File: src/rtl/sonar_disp_pkg.sv
// Shared constants, types and helpers for the
// sonar VGA display generator.
package sonar_disp_pkg;

  localparam int CNT_W = 12;
  localparam int POS_W = 10;

  localparam logic [3:0] GRID_MAJ = 4'hF;
  localparam logic [3:0] GRID_MIN = 4'h5;
  localparam logic [3:0] BG       = 4'h1;

  typedef struct packed {
    logic             v;
    logic [POS_W-1:0] p;
  } hist_ent_t;

  function automatic int span_total(
    input int act, input int fp,
    input int sw,  input int bp
  );
    return act + fp + sw + bp;
  endfunction

  function automatic int sync_start(
    input int act, input int fp
  );
    return act + fp;
  endfunction

  function automatic int sync_end(
    input int act, input int fp, input int sw
  );
    return act + fp + sw;
  endfunction

  // {red, green, blue} enables for each channel
  function automatic logic [2:0] ch_mask(input int c);
    logic [2:0] m;
    case (c)
      0:       m = 3'b100;
      1:       m = 3'b001;
      2:       m = 3'b101;
      default: m = 3'b110;
    endcase
    return m;
  endfunction

endpackage

File: src/rtl/vga_timing_gen.sv
// Raster counters, grid phase counters and
// sync / active / frame-start decode.
module vga_timing_gen
  import sonar_disp_pkg::*;
#(
  parameter int H_ACTIVE = 640,
  parameter int H_FP     = 16,
  parameter int H_SYNC   = 96,
  parameter int H_BP     = 48,
  parameter int V_ACTIVE = 480,
  parameter int V_FP     = 10,
  parameter int V_SYNC   = 2,
  parameter int V_BP     = 33,
  parameter int GRID     = 78
) (
  input  logic             clk,
  input  logic             rst_n,
  input  logic             pix_ce,
  output logic [CNT_W-1:0] hc,
  output logic             hs_on,
  output logic             vs_on,
  output logic             act,
  output logic             grid_maj,
  output logic             grid_min,
  output logic             frame_tick
);

  localparam logic [CNT_W-1:0] H_LAST =
    CNT_W'(span_total(H_ACTIVE, H_FP, H_SYNC, H_BP) - 1);
  localparam logic [CNT_W-1:0] V_LAST =
    CNT_W'(span_total(V_ACTIVE, V_FP, V_SYNC, V_BP) - 1);
  localparam logic [CNT_W-1:0] HS_LO =
    CNT_W'(sync_start(H_ACTIVE, H_FP));
  localparam logic [CNT_W-1:0] HS_HI =
    CNT_W'(sync_end(H_ACTIVE, H_FP, H_SYNC));
  localparam logic [CNT_W-1:0] VS_LO =
    CNT_W'(sync_start(V_ACTIVE, V_FP));
  localparam logic [CNT_W-1:0] VS_HI =
    CNT_W'(sync_end(V_ACTIVE, V_FP, V_SYNC));
  localparam logic [CNT_W-1:0] HA = CNT_W'(H_ACTIVE);
  localparam logic [CNT_W-1:0] VA = CNT_W'(V_ACTIVE);
  localparam logic [CNT_W-1:0] G_LAST = CNT_W'(GRID - 1);
  localparam logic [CNT_W-1:0] G_HALF = CNT_W'(GRID / 2);

  logic [CNT_W-1:0] vc;
  logic [CNT_W-1:0] hg;
  logic [CNT_W-1:0] vg;

  // raster position plus grid phase, which stands in for hc/vc mod GRID
  always_ff @(posedge clk or negedge rst_n) begin
    if (!rst_n) begin
      hc <= '0;
      vc <= '0;
      hg <= '0;
      vg <= '0;
    end else if (pix_ce) begin
      if (hc == H_LAST) begin
        hc <= '0;
        hg <= '0;
        if (vc == V_LAST) begin
          vc <= '0;
          vg <= '0;
        end else begin
          vc <= vc + 1'b1;
          vg <= (vg == G_LAST) ? '0 : vg + 1'b1;
        end
      end else begin
        hc <= hc + 1'b1;
        hg <= (hg == G_LAST) ? '0 : hg + 1'b1;
      end
    end
  end

  assign hs_on      = (hc >= HS_LO) && (hc < HS_HI);
  assign vs_on      = (vc >= VS_LO) && (vc < VS_HI);
  assign act        = (hc < HA) && (vc < VA);
  assign grid_maj   = (hg == '0) || (vg == '0);
  assign grid_min   = (hg == G_HALF) || (vg == G_HALF);
  assign frame_tick = pix_ce && (hc == '0) && (vc == '0);

endmodule

File: src/rtl/sonar_display_gen.sv
// Sonar VGA raster: range grid plus per-channel
// target traces with fading frame persistence.
module sonar_display_gen
  import sonar_disp_pkg::*;
#(
  parameter int   H_ACTIVE = 640,
  parameter int   H_FP     = 16,
  parameter int   H_SYNC   = 96,
  parameter int   H_BP     = 48,
  parameter int   V_ACTIVE = 480,
  parameter int   V_FP     = 10,
  parameter int   V_SYNC   = 2,
  parameter int   V_BP     = 33,
  parameter logic SYNC_POL = 1'b0,
  parameter int   GRID     = 78,
  parameter int   N_CH     = 2,
  parameter int   HIST     = 4
) (
  input  logic                  clk,
  input  logic                  rst_n,
  input  logic                  pix_ce,
  input  logic [N_CH*POS_W-1:0] pos_flat,
  input  logic [N_CH-1:0]       pos_valid,
  output logic                  o_hsync,
  output logic                  o_vsync,
  output logic [3:0]            o_red,
  output logic [3:0]            o_green,
  output logic [3:0]            o_blue,
  output logic                  o_active,
  output logic                  o_frame_start
);

  localparam logic [POS_W-1:0] P_MAX =
    POS_W'(H_ACTIVE - 1);

  logic [CNT_W-1:0] hc;
  logic             hs_on;
  logic             vs_on;
  logic             act;
  logic             grid_maj;
  logic             grid_min;
  logic             frame_tick;

  vga_timing_gen #(
    .H_ACTIVE (H_ACTIVE),
    .H_FP     (H_FP),
    .H_SYNC   (H_SYNC),
    .H_BP     (H_BP),
    .V_ACTIVE (V_ACTIVE),
    .V_FP     (V_FP),
    .V_SYNC   (V_SYNC),
    .V_BP     (V_BP),
    .GRID     (GRID)
  ) u_timing (
    .clk        (clk),
    .rst_n      (rst_n),
    .pix_ce     (pix_ce),
    .hc         (hc),
    .hs_on      (hs_on),
    .vs_on      (vs_on),
    .act        (act),
    .grid_maj   (grid_maj),
    .grid_min   (grid_min),
    .frame_tick (frame_tick)
  );

  logic [POS_W-1:0] pos_in   [N_CH];
  logic [POS_W-1:0] pending  [N_CH];
  logic [N_CH-1:0]  pend_v;
  hist_ent_t        hist     [N_CH][HIST];
  hist_ent_t        hist_nxt [N_CH][HIST];

  logic       hit;
  logic [3:0] lvl;
  logic [2:0] msk;
  logic [3:0] red;
  logic [3:0] green;
  logic [3:0] blue;

  // split the flat position bus and clamp to the visible width
  always_comb begin
    for (int c = 0; c < N_CH; c++) begin
      pos_in[c] = pos_flat[c*POS_W +: POS_W];
      if (pos_in[c] > P_MAX) pos_in[c] = P_MAX;
    end
  end

  // history after a shift; a strobe on the shift cycle bypasses pending
  always_comb begin
    for (int c = 0; c < N_CH; c++) begin
      hist_nxt[c][0] = pos_valid[c]
        ? hist_ent_t'({1'b1, pos_in[c]})
        : hist_ent_t'({pend_v[c], pending[c]});
      for (int k = 1; k < HIST; k++)
        hist_nxt[c][k] = hist[c][k-1];
    end
  end

  // latest position per channel, held until the next frame shift
  always_ff @(posedge clk or negedge rst_n) begin
    if (!rst_n) begin
      for (int c = 0; c < N_CH; c++) pending[c] <= '0;
      pend_v <= '0;
    end else begin
      for (int c = 0; c < N_CH; c++)
        if (pos_valid[c]) pending[c] <= pos_in[c];
      pend_v <= frame_tick ? '0 : (pend_v | pos_valid);
    end
  end

  // persistence buffer, shifted once per frame
  always_ff @(posedge clk or negedge rst_n) begin
    if (!rst_n) begin
      for (int c = 0; c < N_CH; c++)
        for (int k = 0; k < HIST; k++)
          hist[c][k] <= '0;
    end else if (frame_tick) begin
      for (int c = 0; c < N_CH; c++)
        for (int k = 0; k < HIST; k++)
          hist[c][k] <= hist_nxt[c][k];
    end
  end

  // trace hit search; reverse scan so lowest channel / newest age wins
  always_comb begin
    hist_ent_t ent;
    ent = '0;
    hit = 1'b0;
    lvl = '0;
    msk = '0;
    for (int c = N_CH-1; c >= 0; c--) begin
      for (int k = HIST-1; k >= 0; k--) begin
        ent = frame_tick ? hist_nxt[c][k] : hist[c][k];
        if (ent.v && (CNT_W'(ent.p) == hc)) begin
          hit = 1'b1;
          lvl = 4'hF >> k;
          msk = ch_mask(c);
        end
      end
    end
  end

  // colour select: trace over major grid over minor grid over background
  always_comb begin
    if (hit) begin
      red   = msk[2] ? lvl : '0;
      green = msk[1] ? lvl : '0;
      blue  = msk[0] ? lvl : '0;
    end else begin
      red   = '0;
      blue  = '0;
      green = grid_maj ? GRID_MAJ
            : grid_min ? GRID_MIN
            : BG;
    end
  end

  // output registers, one pixel behind the raster counters
  always_ff @(posedge clk or negedge rst_n) begin
    if (!rst_n) begin
      o_hsync       <= ~SYNC_POL;
      o_vsync       <= ~SYNC_POL;
      o_red         <= '0;
      o_green       <= '0;
      o_blue        <= '0;
      o_active      <= 1'b0;
      o_frame_start <= 1'b0;
    end else begin
      o_frame_start <= frame_tick;
      if (pix_ce) begin
        o_hsync  <= hs_on ? SYNC_POL : ~SYNC_POL;
        o_vsync  <= vs_on ? SYNC_POL : ~SYNC_POL;
        o_active <= act;
        o_red    <= act ? red   : '0;
        o_green  <= act ? green : '0;
        o_blue   <= act ? blue  : '0;
      end
    end
  end

endmodule

File: config.mk
export PLATFORM = sky130hd
export DESIGN_NAME = sonar_display_gen
export DESIGN_NICKNAME = d
export VERILOG_FILES = /design/src/rtl/sonar_disp_pkg.sv /design/src/rtl/vga_timing_gen.sv /design/src/rtl/sonar_display_gen.sv
export SDC_FILE = /design/constraint.sdc
export NUM_CORES = 1
export LEC_CHECK = 0
export BUFFER_PORTS_ARGS = -buffer_cell sky130_fd_sc_hd__buf_4
export CORE_UTILIZATION = 45
export CTS_CLUSTER_SIZE = 24
export DETAILED_ROUTE_END_ITERATION = 7
export SYNTH_ARGS = -nofsm -noshare
export SYNTH_HDL_FRONTEND = slang
export SYNTH_SLANG_ARGS = --single-unit
File: constraint.sdc
create_clock -name clk -period 10.2 [get_ports clk]
set_clock_uncertainty 0.15 [all_clocks]
set_input_delay 2.04 -clock clk [delete_from_list [all_inputs] [get_ports clk]]
set_output_delay 2.04 -clock clk [all_outputs]
set_load 0.005 [all_outputs]
==> metrics.yaml, run 1 <==
hold_viol: 0
wl_met3_um: 1850
routabilityCongestion: 0.926
htreeDepth: 4
grt_pass1_wl_um: 45800
power_switching_uw: 667
fp.dieW_um: 148
ys_ff_latch: 173
internal-power_mw: 1.28
reg2reg_from: "u_timing.hc[0]"
top_layer: "met4"
yosysTopAreaCellShare_pct: 44.5
crit_end: "o_green[2]"
power_switching_share_pct: 34.3
seqPwrFrac_pct: 40.5
synth_ff_type: "dfrtp_1"
dr.pass1.iters: 5
total_power_mw: 1.95
io_pins: 41
antenna_found_initial: 0
synth_edf_count: 0
syn_avg_cell_area_um2: 8.66
dp_hpwl_um: 19400
yosysTopAreaCell: "dfrtp_1"
worst_pin_slew_ns: 0.979
hold_class: "register to register"
rows: 53
grt_usage_pct: 27.2
via_per_inst: 5.97
critPathRequiredTime_ns: 10.36
crit-reg2reg-capture: "o_green[2]"
mappedNetlistNets: 1146
syn_to_final_growth_pct: 12.0
grt_max_degree: 101
syn_area_mm2: 0.00962
worst_setup_path_start_kind: "input pin"
seq_area_frac_synth_pct: 45.0
clk_path_buf_depth: 2
remaining_drc_errors: 0
peakVddDrop_mv: 0.0917
finalCritPeriodShare_pct: 59.7
final_cell_mix: "nand2_1 (189), dfrtp_1 (171), o21ai_0 (88), nor2_1 (76), inv_1 (62)"
cts_buffers: 17
synth_warnings: 0
power_leakage_nw: 4.85
utilization_pct: 51.4
coreArea_mm2: 0.0210
wl_per_cell_um: 20.3
final.min_clock_period_ns: 6.09
crit_fanout: 40
critical_path_class: "input pin to register"
die_y_um: 148
ant_nets: 0
final_common_cell: "nand2_1"
r2r_slack_ns: 5.21
drv_cap: 0
holdWs_ns: 0.337
m1WireLength_um: 13500
status: "completed"
port-buffer-count: 40
ys_async_sr_fraction_pct: 100
start_util_pct: 45.9
grt_pass1_vias: 8038
cts_hold_buf: 0
synthDistinctLibCells: 79
cts_resized: 0
hold_depth: 2
diodes: 0
die-area_mm2: 0.0220
fmax_ghz: 0.164
cts.sinks: 173
p_per_area_mw_per_mm2: 181
yosys-top-cells-area: "dfrtp_1 (44%), nand2_1 (7.4%), o21ai_0 (4.6%), nor2_1 (3.0%), inv_1 (2.4%)"
path_clk_slew_ns: 0.07
slew_headroom_pct: 34.7
dr.first_iter.drc_count: 825
cts_root_buffer: "clkbuf_16"
end_kind: "register"
grt-ovfl-total: 0
final_layout_size_suffix_gt1_share_pct: 10.1
critPathArrivalTime_ns: 6.25
setup.worst_path.start: "pix_ce"
cts_tree: "yes"
postRouteWirelength_um: 28600
p_comb_share_pct: 23.6
rsz0062_at_grt: "no"
pwr-share-clk_pct: 35.9
setup_viol: 0
tns_ns: 0
drv_slew: 0
wl_met2_um: 12600
rr_worst_depth: 11
cts_setup_buffers: 0
num_vias: 8427
syn_inst: 1110
nNetsFinal: 1160
clk_latency_ns: 0.44
==> per-layer routing <==
metal | global-route usage (%) | up-vias
li1 | - | 3984
met1 | 39.2 | 4080
met2 | 41.0 | 307
met3 | 5.43 | 56
met4 | 8.30 | 0
met5 | 0 | -
==> critical path, cell delays in order <==
cell and delay (ns):
buf_4 0.25, or4b_4 0.56, or4_1 0.71, nor2_4 0.65, buf_4 0.53, mux2_2 0.41
a221o_1 0.33, or4_1 0.43, o2111ai_1 0.17, o21ai_1 0.13
==> cells in the mapped netlist, drive strengths merged, types with 8 or more instances <==
cell type  instances
ha                11
nor3              21
mux2i             14
a21o               8
or3                9
dfrtp            171
inv               62
mux2               8
and3               8
nand2            190
nor2b             14
xor2              23
nand3             41
clkbuf            50
a21oi             29
o211ai            11
o21ai             95
or4               12
o2111ai            8
nor4              19
nor2              77
buf               10
o22ai             20
nand4             33
xnor2             24
a31oi             10
nand2b            25
==> registers in the layout (all words and copies together) (netlist names) <==
signal and count:
u_timing.vc 12, pending 20, o_vsync 1, u_timing.hc 12
u_timing.vg 12, hist 88, u_timing.hg 12, o_green 3
o_active 1, o_hsync 1, o_frame_start 1, o_blue 4
o_red 4, pend_v 2
==> worst min-delay path by stage <==
stage,startpoint,slack [ns],to
2_1_floorplan,hist[10],0.29,hist[10]
3_3_place_gp,o_active,0.32,o_active
3_5_place_dp,hist[3],0.33,hist[3]
4_1_cts,hist[3],0.34,hist[3]
5_1_grt,u_timing.vc[11],0.37,u_timing.vc[11]
6_report,o_blue[3],0.34,o_blue[3]
==> logic make-up after synthesis <==
| logic type | after synthesis | synth area share, % |
|---|---|---|
| flops | 173 | 45.0 |
| simple gates | 481 | 24.8 |
| buf+inv | 124 | 4.96 |
| fa+ha+maj | 11 | 1.43 |
| mux | 22 | 2.39 |
| xor+xnor | 47 | 4.28 |
| compound gates | 252 | 17.1 |
==> metrics by stage <==
step                area (µm²)  setup slack, ns  instances
global placement         10100             3.73       1380
finish                   10800             4.11       1412
floorplan                 9620             5.13       1110
CTS                      10800             4.16       1412
global route             10800             3.92       1412
detailed placement       10100             3.71       1380
==> power by group through the flow <==
stage               combinational [mW]  sequential [mW]  clock, mW
CTS                              0.447            0.786      0.708
finish                           0.459            0.788      0.700
floorplan                        0.296            0.774          0
global route                     0.492            0.792      0.740
detailed placement               0.445            0.798          0
global placement                 0.444            0.798          0
==> layout make-up <==
class	instances	area (µm²)
multi-input cells	813	4810
well taps	275	344
clock inverters	13	174
repair buffers	55	417
fillers	2008	10200
flip-flops and latches	173	4330
inverters	64	240
clock buffers	19	453
(Power assumes the default switching activity.)
==> run 2: changes to the inputs <==
ABC_AREA = 1   (was unset)
clock period = 5.2 ns   (was 10.2 ns; I/O delays follow)
==> run 2 against run 1 <==
Critical path type is now register to register; worst setup slack worse by 3.0 ns; synthesized cell count is 19% higher; wire length is 7.7% lower; worst hold slack worse by 0.0025 ns; clock power is 99% higher; first-iteration DRC count is 18% lower; non-clock buffer count is 2 lower.
==> metrics.yaml, run 2 <==
grt_pass1_wl_um: 42800
dr.pass1.iters: 5
utilization_pct: 51.2
reg_top3: "hist (88), pending (20)"
critical_path_class: "register to register"
dp_hpwl_um: 18200
worst-path-buf-inv: 3
r2r_slack_ns: 1.15
cts_setup_buffers: 0
rsz0062_at_grt: "no"
yosysTopAreaCell: "dfrtp_1"
antenna_found_initial: 0
final.setup.worst_slack_ns: 1.15
synth.most_common_cell: "nand2_1"
final_layout_size_suffix_gt1_share_pct: 9.09
preCtsSetupSlack_ns: 1.20
cts_resized: 0
dpl_cell_area_mm2: 0.0102
cp_slowest_stage_delay_ns: 0.53
total_power_mw: 3.58
drv_cap: 0
crit_slowest_cell: "dfrtp_1"
drv_slew: 0
dr.first_iter.drc_count: 678
clk_latency_ns: 0.44
coreArea_mm2: 0.0211
syn_avg_cell_area_um2: 7.33
synthTopCellsByCount: "nand2_1 (486), dfrtp_1 (171), nor2_1 (141), nand3_1 (116), inv_1 (111)"
finalCritPeriodShare_pct: 77.9
routabilityCongestion: 0.926
port-buffer-count: 40
final.min_clock_period_ns: 4.05
status: "completed"
start_util_pct: 46.0
synth_ff_type: "dfrtp_1"
peakVddDrop_mv: 0.216
synthDistinctLibCells: 49
cts.sinks: 173
final_cell_mix: "nand2_1 (486), dfrtp_1 (171), nor2_1 (141), nand3_1 (116), inv_1 (111)"
tns_ns: 0
regMostFlops: "hist"
cp_top_family: "simple AND/OR/NAND/NOR gates"
synth_edf_count: 0
setup_viol: 0
io_pins: 41
min-delay-start: "o_blue[0]"
ant_nets: 0
cts_root_buffer: "clkbuf_16"
crit-reg2reg-capture: "o_green[2]"
holdWs_ns: 0.334
yosysTopAreaCellShare_pct: 44.1
path_clk_slew_ns: 0.07
diodes: 0
nNetsFinal: 1387
hold_class: "register to register"
fp.dieW_um: 149
synth_warnings: 0
largest_register_ffs: 88
grt_usage_pct: 25.2
rows: 53
seq_area_frac_synth_pct: 44.6
critPathRequiredTime_ns: 5.42
wl_per_cell_um: 16.1
p_per_area_mw_per_mm2: 331
die_y_um: 149
yosys-top-cells-area: "dfrtp_1 (44%), nand2_1 (19%), nand3_1 (6.0%), nor2_1 (5.5%), inv_1 (4.3%)"
crit_chain: "inv_1 -> ha_1 -> nand2_1 -> inv_1 -> nand2_1 -> nor2_4 -> nand3_4 -> buf_12 -> o21ai_2 -> nand2_1 -> nand2_1 -> nor2_1 -> nand2_1 -> nor2_1 -> nand2_1 -> nand2_1 -> nor2_2 -> nand4_1 -> nand2_1"
ys_async_sr_fraction_pct: 100
remaining_drc_errors: 0
worst_pin_slew_ns: 0.898
ys_ff_latch: 173
cts_tree: "yes"
syn_area_mm2: 0.00971
num_vias: 8635
cts_buffers: 17
power_leakage_nw: 5.52
end_kind: "register"
rr_worst_depth: 19
mappedNetlistNets: 1360
crit_fanout: 40
min_to: "o_blue[0]"
postRouteWirelength_um: 26400
fin_cells: 1639
grt_pass1_vias: 8146
reg2reg_from: "u_timing.hc[0]"
clk_path_buf_depth: 2
hold_depth: 2
grt-ovfl-total: 0
fmax_ghz: 0.247
die-area_mm2: 0.0222
via_per_inst: 5.27
critPathArrivalTime_ns: 4.28
cts_hold_buf: 0
cpMostUsedCell: "nand2_1"
slew_headroom_pct: 40.1
worst_setup_path_start_kind: "register"
syn_to_final_growth_pct: 11.3
design_area_mm2: 0.0108
syn_inst: 1324
grt_max_degree: 95
final_common_cell: "nand2_1"
dp.cells: 1607
htreeDepth: 4
hold_viol: 0
[run 2: cell count changes in the layout (fill, tap and decap cells not counted), sizes merged, moves of 10 or more]
cell | before | now
xnor2 | 24 | 2
nor3 | 21 | 31
nand2 | 190 | 493
o22ai | 20 | 1
or4 | 12 | 0
nor2b | 14 | 0
mux2i | 14 | 1
o21ai | 95 | 39
inv | 68 | 116
nand2b | 25 | 1
nor2 | 77 | 154
nand3 | 41 | 118
[run 2: worst min-delay path: stages, from the launching register on]
cell and delay (ns):
dfrtp_1 0.35, nand2_1 0.05, nand2_1 0.05
[run 2: layout make-up]
class | count | area, µm²
fill | 2079 | 10300
multi-input combinational | 983 | 4600
sequential | 173 | 4330
inverter | 123 | 462
clock buffer | 20 | 447
timing repair buffer | 53 | 439
tap | 275 | 344
clock inverter | 12 | 185
[run 2: power by group]
group	leakage, nW	internal, mW	total [mW]	switching, mW
clock network	0.294	0.823	1.39	0.571
logic	2.98	0.226	0.695	0.469
registers	2.25	1.41	1.49	0.0777
total	5.52	2.46	3.58	1.12
[run 2: worst max path at each step]
stage / start / endpoint / slack (ns) / cells after the start
floorplan: u_timing.hc[0] / o_blue[1] / 2.32 / 20
global placement: pix_ce / o_blue[2] / 1.26 / 20
detailed placement: u_timing.hc[0] / o_blue[2] / 1.20 / 21
CTS: u_timing.hc[0] / o_blue[2] / 1.19 / 21
global route: u_timing.hc[0] / o_blue[2] / 0.80 / 21
finish: u_timing.hc[0] / o_green[2] / 1.15 / 19
[run 2: layer usage]
layer / vias to the layer above / wire [µm] / global-route usage, %
li1: 4319 / - / -
met1: 4061 / 12500 / 35.2
met2: 226 / 11700 / 39.4
met3: 29 / 1580 / 4.74
met4: 0 / 562 / 8.32
met5: - / 0 / 0
[run 2: cell families (layout without fill, tap and decap cells)]
group	after synthesis	after routing	share of synthesized area, %
AO/OA/AOI/OAI	106	106	6.95
XOR/XNOR	17	17	1.53
adder cells (fa/ha/maj)	11	11	1.42
buffers and inverters	168	208	8.09
flip-flops	173	173	44.6
multiplexers	1	1	0.103
AND/OR/NAND/NOR	848	848	37.3
==> run 3: changes to the inputs <==
clock period = 3.7 ns   (was 5.2 ns; I/O delays follow)
==> run 3 against run 2 <==
Worst setup slack worse by 0.64 ns; cell area is 1.1% higher; combinational power grew 51%; maximum frequency up 27%; register-to-register slack got worse by 0.64 ns; utilization up 0.55 points; wire length is 0.37% lower; clock power is 39% higher; critical path depth increased by 2; non-clock buffer count is 16 higher; sequential share of layout area is 0.43 points lower; highest routed layer unchanged; clock-buffer cell count fell by 1.
==> metrics.yaml, run 3 (synthesized netlist as in run 2, its figures left out) <==
status: "completed"
via_per_inst: 5.23
largest_register_ffs: 88
grt_usage_pct: 25.1
num_vias: 8648
diodes: 0
cts.sinks: 173
setup_viol: 0
critPathArrivalTime_ns: 3.42
rsz0062_at_grt: "no"
crit_fanout: 34
hold_class: "input pin to asynchronous set/reset pin"
fmax_ghz: 0.313
reg_top3: "hist (88), pending (20)"
coreArea_mm2: 0.0211
remaining_drc_errors: 0
final_common_cell: "nand2_1"
power_leakage_nw: 5.61
r2r_slack_ns: 0.51
nNetsFinal: 1403
grt-ovfl-total: 0
grt_pass1_vias: 8157
clk_path_buf_depth: 2
hold_viol: 0
cts_root_buffer: "clkbuf_16"
dr.pass1.iters: 5
clk_latency_ns: 0.43
final_cell_mix: "nand2_1 (486), dfrtp_1 (171), nor2_1 (141), nand3_1 (116), inv_1 (111)"
fin_cells: 1655
final.setup.worst_slack_ns: 0.508
m1WireLength_um: 12700
slew_headroom_pct: 45.0
end_kind: "register"
regMostFlops: "hist"
die_y_um: 149
ant_nets: 0
start_util_pct: 46.0
dr.first_iter.drc_count: 625
wl_met2_um: 11900
dp_hpwl_um: 18600
drv_cap: 0
routabilityCongestion: 0.895
grt_max_degree: 85
tns_ns: 0
reg2reg_from: "u_timing.vc[0]"
syn_to_final_growth_pct: 12.5
worst_setup_path_start_kind: "register"
worst_pin_slew_ns: 0.825
dp.cells: 1621
wl_per_cell_um: 15.9
total_power_mw: 5.03
final.min_clock_period_ns: 3.19
final_layout_size_suffix_gt1_share_pct: 10.3
grt_pass1_wl_um: 42800
htreeDepth: 4
port-buffer-count: 40
postRouteWirelength_um: 26300
cts_tree: "yes"
path_clk_slew_ns: 0.07
p_per_area_mw_per_mm2: 461
cts_hold_buf: 0
crit-reg2reg-capture: "o_blue[1]"
preCtsSetupSlack_ns: 0.401
drv_slew: 0
top_layer: "met4"
rows: 53
cts_buffers: 17
fp.dieW_um: 149
antenna_found_initial: 0
die-area_mm2: 0.0222
peakVddDrop_mv: 0.318
wl_met3_um: 1180
io_pins: 41
finalCritPeriodShare_pct: 86.3
rr_worst_depth: 21
critPathRequiredTime_ns: 3.93
critical_path_class: "register to register"
[run 3: changes by cell type in the layout (fill, tap and decap cells not counted)]
cell | before | now
buf_4 | 49 | 65
bufinv_16 | 4 | 3
clkbuf_1 | 2 | 0
clkbuf_8 | 1 | 2
clkinv_4 | 1 | 2
clkinvlp_4 | 4 | 2
inv_6 | 3 | 6
[run 3: how the worst max path moves through the flow]
stage	startpoint	end	slack [ns]	cells past startpoint
6_report	u_timing.vc[0]	o_blue[1]	0.51	21
2_1_floorplan	u_timing.hc[0]	o_blue[1]	0.82	20
4_1_cts	u_timing.vc[0]	o_blue[1]	0.37	21
3_3_place_gp	u_timing.vc[0]	o_blue[1]	0.49	21
3_5_place_dp	u_timing.vc[0]	o_blue[1]	0.40	21
5_1_grt	u_timing.vc[0]	o_blue[1]	0.08	21
[run 3: layer usage]
layer,vias up,global-route usage [%]
met2,224,39.5
met5,-,0
met4,0,7.50
li1,4368,-
met3,32,3.61
met1,4024,35.9
[run 3: final cells by class]
cell class,instances,area [µm²]
fill,2089,10200
timing repair buffer,69,559
multi-input combinational,983,4600
inverter,123,462
sequential,173,4330
clock buffer,19,453
tap,275,344
clock inverter,13,175
[run 3: through the flow]
step                      hold WS, ns  util, %  area [µm²]
after floorplan                 0.294        -        9710
after global routing            0.284     51.8       10900
final                           0.196     51.8       10900
after CTS                       0.254     51.7       10900
after global placement          0.328     48.7       10300
after detailed placement        0.324     48.7       10300
[run 3: repair_timing]
item                       in CTS  in global routing
setup buffers                   0                  2
setup endpoints to repair       0                  1
resized for setup               0                  0
[run 3: worst max-delay path, stage by stage (launching register included)]
cell     delay [ns]
dfrtp_1        0.41
inv_1          0.12
ha_1           0.18
inv_1          0.05
nor2_1         0.11
nand2_1        0.10
nor2_4         0.22
inv_2          0.09
nor2_8         0.30
buf_12         0.24
nand2_1        0.09
nand3_1        0.07
nand2_1        0.05
nor2_1         0.13
nand2_1        0.07
nor2_1         0.18
nand2_1        0.11
nand2_2        0.13
nor2_4         0.06
nor2_4         0.09
nand3_1        0.09
nand2_1        0.07
[run 3: power by group]
group,switching (mW),internal (mW)
combinational,0.709,0.339
sequential,0.0718,1.98
clock,0.817,1.12
